$ cat src/rtl/chunked_adder_pkg.sv
// Shared definitions for the chunked adder: FSM state encoding and the
// chunk-count / counter-width helpers.
package chunked_adder_pkg;

    typedef enum logic [1:0] {
        ST_IDLE = 2'd0,
        ST_RUN  = 2'd1,
        ST_DONE = 2'd2
    } state_e;

    function automatic int nchunk_f(input int width, input int chunk);
        return width / chunk;
    endfunction

    // A single-chunk configuration still needs a 1-bit counter.
    function automatic int cnt_w_f(input int nchunk);
        return (nchunk <= 1) ? 1 : $clog2(nchunk);
    endfunction

endpackage

$ cat src/rtl/chunked_adder_if.sv
// Operand/result handshake bundle for the chunked adder.
interface chunked_adder_if #(
    parameter int WIDTH = 16
);
    logic             in_valid;
    logic             in_ready;
    logic [WIDTH-1:0] a;
    logic [WIDTH-1:0] b;
    logic             sub;
    logic             out_valid;
    logic             out_ready;
    logic [WIDTH-1:0] sum;
    logic             cout;
    logic             overflow;
    logic             zero;

    modport master (
        output in_valid, a, b, sub, out_ready,
        input  in_ready, out_valid, sum, cout, overflow, zero
    );

    modport slave (
        input  in_valid, a, b, sub, out_ready,
        output in_ready, out_valid, sum, cout, overflow, zero
    );

endinterface

$ cat src/rtl/chunked_adder_chunk.sv
// Combinational CHUNK-bit ripple-carry adder slice; also exposes the carry
// into its top bit so the parent can derive signed overflow.
module adder_chunk #(
    parameter int CHUNK = 4
) (
    input  logic [CHUNK-1:0] a_i,
    input  logic [CHUNK-1:0] b_i,
    input  logic             cin_i,
    output logic [CHUNK-1:0] s_o,
    output logic             cout_o,
    output logic             c_msb_o
);

    logic [CHUNK:0] carry;

    always_comb begin
        carry    = '0;
        s_o      = '0;
        carry[0] = cin_i;
        for (int i = 0; i < CHUNK; i++) begin
            s_o[i]     = a_i[i] ^ b_i[i] ^ carry[i];
            carry[i+1] = (a_i[i] & b_i[i]) | ((a_i[i] ^ b_i[i]) & carry[i]);
        end
    end

    assign cout_o  = carry[CHUNK];
    assign c_msb_o = carry[CHUNK-1];

endmodule

$ cat src/rtl/chunked_adder.sv
// Multi-cycle add/subtract: one CHUNK-bit slice per clock, carry held in a
// register between slices, result and flags presented behind valid/ready.
//
//   state   | meaning
//   --------+----------------------------------------------------------
//   IDLE    | in_ready high; accept operands on in_valid
//   RUN     | add chunk[count] with carry_q; last chunk sets flags
//   DONE    | out_valid high; hold results until out_ready
module chunked_adder
    import chunked_adder_pkg::*;
#(
    parameter int WIDTH = 16,
    parameter int CHUNK = 4
) (
    input  logic            clk,
    input  logic            reset,
    chunked_adder_if.slave  bus
);

    localparam int NCHUNK = nchunk_f(WIDTH, CHUNK);
    localparam int CW     = cnt_w_f(NCHUNK);
    localparam logic [CW-1:0] LAST = CW'(NCHUNK - 1);

    state_e state_q, state_d;

    logic [NCHUNK-1:0][CHUNK-1:0] a_q, a_d;
    logic [NCHUNK-1:0][CHUNK-1:0] b_q, b_d;
    logic [NCHUNK-1:0][CHUNK-1:0] sum_q, sum_d;
    logic [CW-1:0]                count_q, count_d;
    logic                         carry_q, carry_d;
    logic                         cout_q, cout_d;
    logic                         ovf_q, ovf_d;
    logic                         zero_q, zero_d;

    logic [CHUNK-1:0] ch_s;
    logic             ch_cout;
    logic             ch_cmsb;

    adder_chunk #(
        .CHUNK (CHUNK)
    ) u_chunk (
        .a_i     (a_q[count_q]),
        .b_i     (b_q[count_q]),
        .cin_i   (carry_q),
        .s_o     (ch_s),
        .cout_o  (ch_cout),
        .c_msb_o (ch_cmsb)
    );

    always_ff @(posedge clk) begin
        if (reset) begin
            state_q <= ST_IDLE;
            a_q     <= '0;
            b_q     <= '0;
            sum_q   <= '0;
            count_q <= '0;
            carry_q <= 1'b0;
            cout_q  <= 1'b0;
            ovf_q   <= 1'b0;
            zero_q  <= 1'b0;
        end else begin
            state_q <= state_d;
            a_q     <= a_d;
            b_q     <= b_d;
            sum_q   <= sum_d;
            count_q <= count_d;
            carry_q <= carry_d;
            cout_q  <= cout_d;
            ovf_q   <= ovf_d;
            zero_q  <= zero_d;
        end
    end

    always_comb begin
        state_d = state_q;
        a_d     = a_q;
        b_d     = b_q;
        sum_d   = sum_q;
        count_d = count_q;
        carry_d = carry_q;
        cout_d  = cout_q;
        ovf_d   = ovf_q;
        zero_d  = zero_q;
        case (state_q)
            ST_IDLE: begin
                if (bus.in_valid) begin
                    // Subtraction is folded in as A + ~B + 1 at capture time.
                    a_d     = bus.a;
                    b_d     = bus.b ^ {WIDTH{bus.sub}};
                    carry_d = bus.sub;
                    count_d = '0;
                    state_d = ST_RUN;
                end
            end
            ST_RUN: begin
                sum_d[count_q] = ch_s;
                carry_d        = ch_cout;
                count_d        = count_q + 1'b1;
                if (count_q == LAST) begin
                    cout_d  = ch_cout;
                    ovf_d   = ch_cmsb ^ ch_cout;
                    zero_d  = (sum_d == '0);
                    state_d = ST_DONE;
                end
            end
            ST_DONE: begin
                if (bus.out_ready) begin
                    state_d = ST_IDLE;
                end
            end
            default: state_d = ST_IDLE;
        endcase
    end

    assign bus.in_ready  = (state_q == ST_IDLE);
    assign bus.out_valid = (state_q == ST_DONE);
    assign bus.sum       = sum_q;
    assign bus.cout      = cout_q;
    assign bus.overflow  = ovf_q;
    assign bus.zero      = zero_q;

endmodule

$ cat src/flat_wrapper.sv
// flat-port wrapper written by rule: the top's interface ports become plain ports
module chunked_adder_flat import chunked_adder_pkg::*;
#(
    parameter int WIDTH = 16,
    parameter int CHUNK = 4
)
  (clk, reset, bus_in_valid, bus_a, bus_b, bus_sub, bus_out_ready, bus_in_ready, bus_out_valid, bus_sum, bus_cout, bus_overflow, bus_zero);
  chunked_adder_if #(.WIDTH(WIDTH)) bus_i ();
  input  logic clk;
  input  logic reset;
  input wire logic [$bits(bus_i.in_valid)-1:0] bus_in_valid;
  input wire logic [$bits(bus_i.a)-1:0] bus_a;
  input wire logic [$bits(bus_i.b)-1:0] bus_b;
  input wire logic [$bits(bus_i.sub)-1:0] bus_sub;
  input wire logic [$bits(bus_i.out_ready)-1:0] bus_out_ready;
  output wire logic [$bits(bus_i.in_ready)-1:0] bus_in_ready;
  output wire logic [$bits(bus_i.out_valid)-1:0] bus_out_valid;
  output wire logic [$bits(bus_i.sum)-1:0] bus_sum;
  output wire logic [$bits(bus_i.cout)-1:0] bus_cout;
  output wire logic [$bits(bus_i.overflow)-1:0] bus_overflow;
  output wire logic [$bits(bus_i.zero)-1:0] bus_zero;
  assign bus_i.in_valid = bus_in_valid;
  assign bus_i.a = bus_a;
  assign bus_i.b = bus_b;
  assign bus_i.sub = bus_sub;
  assign bus_i.out_ready = bus_out_ready;
  assign bus_in_ready = bus_i.in_ready;
  assign bus_out_valid = bus_i.out_valid;
  assign bus_sum = bus_i.sum;
  assign bus_cout = bus_i.cout;
  assign bus_overflow = bus_i.overflow;
  assign bus_zero = bus_i.zero;
  chunked_adder #(.WIDTH(WIDTH), .CHUNK(CHUNK)) u_core (.clk(clk), .reset(reset), .bus(bus_i));
endmodule
$ cat config.mk
export PLATFORM = sky130hd
export DESIGN_NAME = chunked_adder_flat
export DESIGN_NICKNAME = d
export VERILOG_FILES = /design/src/rtl/chunked_adder_pkg.sv /design/src/rtl/chunked_adder_if.sv /design/src/rtl/chunked_adder_chunk.sv /design/src/rtl/chunked_adder.sv /design/src/flat_wrapper.sv
export SDC_FILE = /design/constraint.sdc
export NUM_CORES = 1
export LEC_CHECK = 0
export CORE_MARGIN = 2
export CORE_UTILIZATION = 35
export DETAILED_ROUTE_END_ITERATION = 10
export PLACE_DENSITY = 0.59
export SYNTH_ARGS = -nofsm -noshare
export SYNTH_HDL_FRONTEND = slang
export SYNTH_SLANG_ARGS = --single-unit
$ cat constraint.sdc
create_clock -name clk -period 5.5 [get_ports clk]
set_input_delay 0.55 -clock clk [delete_from_list [all_inputs] [get_ports clk]]
set_output_delay 0.55 -clock clk [all_outputs]
set_load 0.01 [all_outputs]
==> run metrics <==
compound-gate portion of the synthesized area=0.171; die width=91.2 microns; final setup fails=0; Hold Crit Class=register to register; first-pass GRT wire length=9420 microns; post-synthesis xor/xnor area fraction=0.0559; Initial DRC Count=56; vias per std cell=4.73; Yosys reg bits=56; Filler Cells Inserted=721; Total Wirelength=5330 microns; area delta synth->final=25.9%; Die Y=91.2 microns; Sink Count=56; clock root cell=clkbuf_8; Max FO, Critical Path=12; vias in the first global route=1982; DRT Pass-1 Iters=4; Pwr Total=885 uW; diode count=0; CTS tree=yes; Initial Utilization=0.363; Leak Pwr=0.00114 uW; Setup crit end kind=register; arrival time at the worst endpoint=3.59 ns; Slew @ Worst Pin=0.902 ns; R2R Setup Slk=2.13 ns; post-detail-place hpwl=3840 microns; Die ar.=0.00832 sq mm; Antenna Nets Post-Route=0; max_cap viols=0; GR Overflow Total=0; Final Skew=0.00744 ns; initial antenna violation count=0; Worst Setup Path Type=register to register; CP Cell Sequence=mux4_2, inv_1, fa_1, fa_1, inv_1, fa_1, inv_1, fa_1, nand4_1, o41ai_2; fraction of layout cells with a size suffix above 1=0.130; fin crit period=3.37 ns; Cell Rows=31; routability cong.=0.770; Startpoint Class=register; pin count of the biggest net entering global routing=58; final worst-path cycle share=0.613; max_slew headroom=0.397; detailed-route DRC error count=0; clock latency on the worst-skew pair=0.31 ns; clock buffer count from CTS=5; Worst path slowest cell=dfxtp_1; sequential cell area fraction in the yosys report=0.421; H-tree depth=2; average wire per standard cell=12.8 microns; register area=0.00112 sq mm; Syn Area/Cell=9.87 sq um; asr flop ratio synth=0; Main synth FF type=dfxtp_1; RSZ-0062 raised after global routing=false; Post-Synth Adder-Cell Area=0.0488; NumNets Final=360; status=finished clean; Synth Warn #=0; mux contribution to synthesized area=0.0864; power per cell area=264 mW/mm^2; syn_nets=315; post-synth cell types=31; EDFF count, synth=0; Max Clock Freq=297 MHz; simple-gate area share of the yosys netlist=0.153; Clk pin slew, worst setup/hold paths=0.10 ns; io pins=58; Synth Instances=270; VDD IR-drop max=0.108 mV; max-slew violation count=0; area of the multi-input gates=0.00138 sq mm; Total GRT Usage=0.138; Final Hold Vio Count=0; I/O Buffers=57; max incr delay on CP=0.72 ns; post-CTS setup buffers=0; CTS resizes=0; required time worst endpoint=5.72 ns; hold_ws=0.459 ns; via count=1963; CTS hold repair buffers=0; Cell Area, Synth=0.00266 sq mm; largest family of logic cells by synthesized area=compound AO/OA/AOI/OAI gates; most frequent CP cell=fa_1; maximum clock insertion buffer count=2; sum of negative setup slack=0 ns; Core ar.=0.00733 sq mm
[placed cells by master (no fill, tap or decap), types with 2 or more instances in the layout]
cell / Yosys / routed
nand2_1: 35 / 35
a21oi_1: 20 / 20
nand2b_1: 2 / 2
dfxtp_1: 56 / 56
mux4_2: 8 / 8
or3b_1: 2 / 2
buf_4: 6 / 2
mux2i_1: 5 / 5
clkbuf_8: 0 / 5
xnor2_1: 17 / 17
clkdlybuf4s50_1: 0 / 56
ha_1: 4 / 4
nor2_1: 37 / 37
nor4_1: 3 / 3
nand3_1: 3 / 3
and3b_1: 4 / 4
a211oi_2: 20 / 20
fa_1: 4 / 4
a211oi_1: 9 / 9
inv_1: 11 / 11
[final cells by class]
| cell class | instances | area share |
|---|---|---|
| sequential | 56 | 0.334 |
| tap | 99 | 0.0369 |
| multi-input combinational | 182 | 0.411 |
| timing repair buffer | 59 | 0.173 |
| clock buffer | 6 | 0.0216 |
| inverter | 11 | 0.0123 |
| clock inverter | 2 | 0.0104 |
[path summary, 6_finish.rpt]
path | cells after the start | from | to
setup / recovery | 10 | u_core.count_q[0]$_SDFFE_PP0P_ | u_core.bus.zero$_SDFFE_PP0P_
hold / removal | 2 | u_core.a_q[5]$_SDFFE_PP0P_ | u_core.a_q[5]$_SDFFE_PP0P_
setup reg to reg | 10 | u_core.count_q[0]$_SDFFE_PP0P_ | u_core.bus.zero$_SDFFE_PP0P_
hold reg to reg | 2 | u_core.a_q[5]$_SDFFE_PP0P_ | u_core.a_q[5]$_SDFFE_PP0P_
[synthesized netlist by cell type, types with 2 or more instances]
library cell	count	share of area
and3b_1	4	0.013
ha_1	4	0.019
xnor2_1	17	0.056
a211oi_1	9	0.025
or3b_1	2	0.0066
buf_2	9	0.017
nand2_1	35	0.049
clkbuf_1	3	0.0042
buf_6	2	0.0085
fa_1	4	0.030
inv_1	11	0.016
buf_4	6	0.017
a21oi_1	20	0.038
nand2b_1	2	0.0047
nand3_1	3	0.0056
nor4_1	3	0.0070
a211oi_2	20	0.094
dfxtp_1	56	0.42
mux4_2	8	0.068
mux2i_1	5	0.019
nor2_1	37	0.052
[registers in the layout, summed over array words and instances, names as in the netlist]
name                 flops
u_core.b_q              16
u_core.count_q           2
u_core.carry_q           1
u_core.bus.overflow      1
u_core.state_q           2
u_core.a_q              16
u_core.bus.cout          1
u_core.bus.zero          1
u_core.bus.sum          16
[metrics by stage]
| step | instance area (sq um) | cells | worst slack [ns] | util |
|---|---|---|---|---|
| after floorplan | 2660 | 270 | 2.50 | - |
| after global placement | 3250 | 407 | 2.18 | 0.443 |
| after detailed placement | 3250 | 407 | 2.05 | 0.443 |
| after CTS | 3350 | 415 | 2.06 | 0.458 |
| after global routing | 3350 | 415 | 1.83 | 0.458 |
| final | 3350 | 415 | 2.13 | 0.458 |
[per-layer routing]
metal,track usage,part of all wire,wire (microns)
met1,0.185,0.48,2580
met5,0,0,0
met2,0.217,0.45,2370
met3,0.0340,0.053,281
met4,0.0492,0.018,95
[report_power, final]
part	leakage, uW	switching (uW)	internal (uW)	total (uW)
Sequential	0.000459	19.6	430	450
Clock	0.0000552	127	135	263
Combinational	0.000630	85.5	87.2	173
[cell families after synthesis]
kind of cell / Yosys count
AND/OR/NAND/NOR: 91
flip-flops: 56
AO/OA/AOI/OAI: 53
buffers and inverters: 32
XOR/XNOR: 17
multiplexers: 13
adder cells (fa/ha/maj): 8
[critical path, delay by kind of cell, from the launching register on]
kind                       cells  cell delay, ns
and+or+nand+nor                1            0.14
muxes                          1            0.33
buffers and inverters          3            0.19
adders and majority gates      4            1.56
AOI/OAI and AO/OA              1            0.33
DFF                            1            0.72
(Power assumes the default switching activity.)
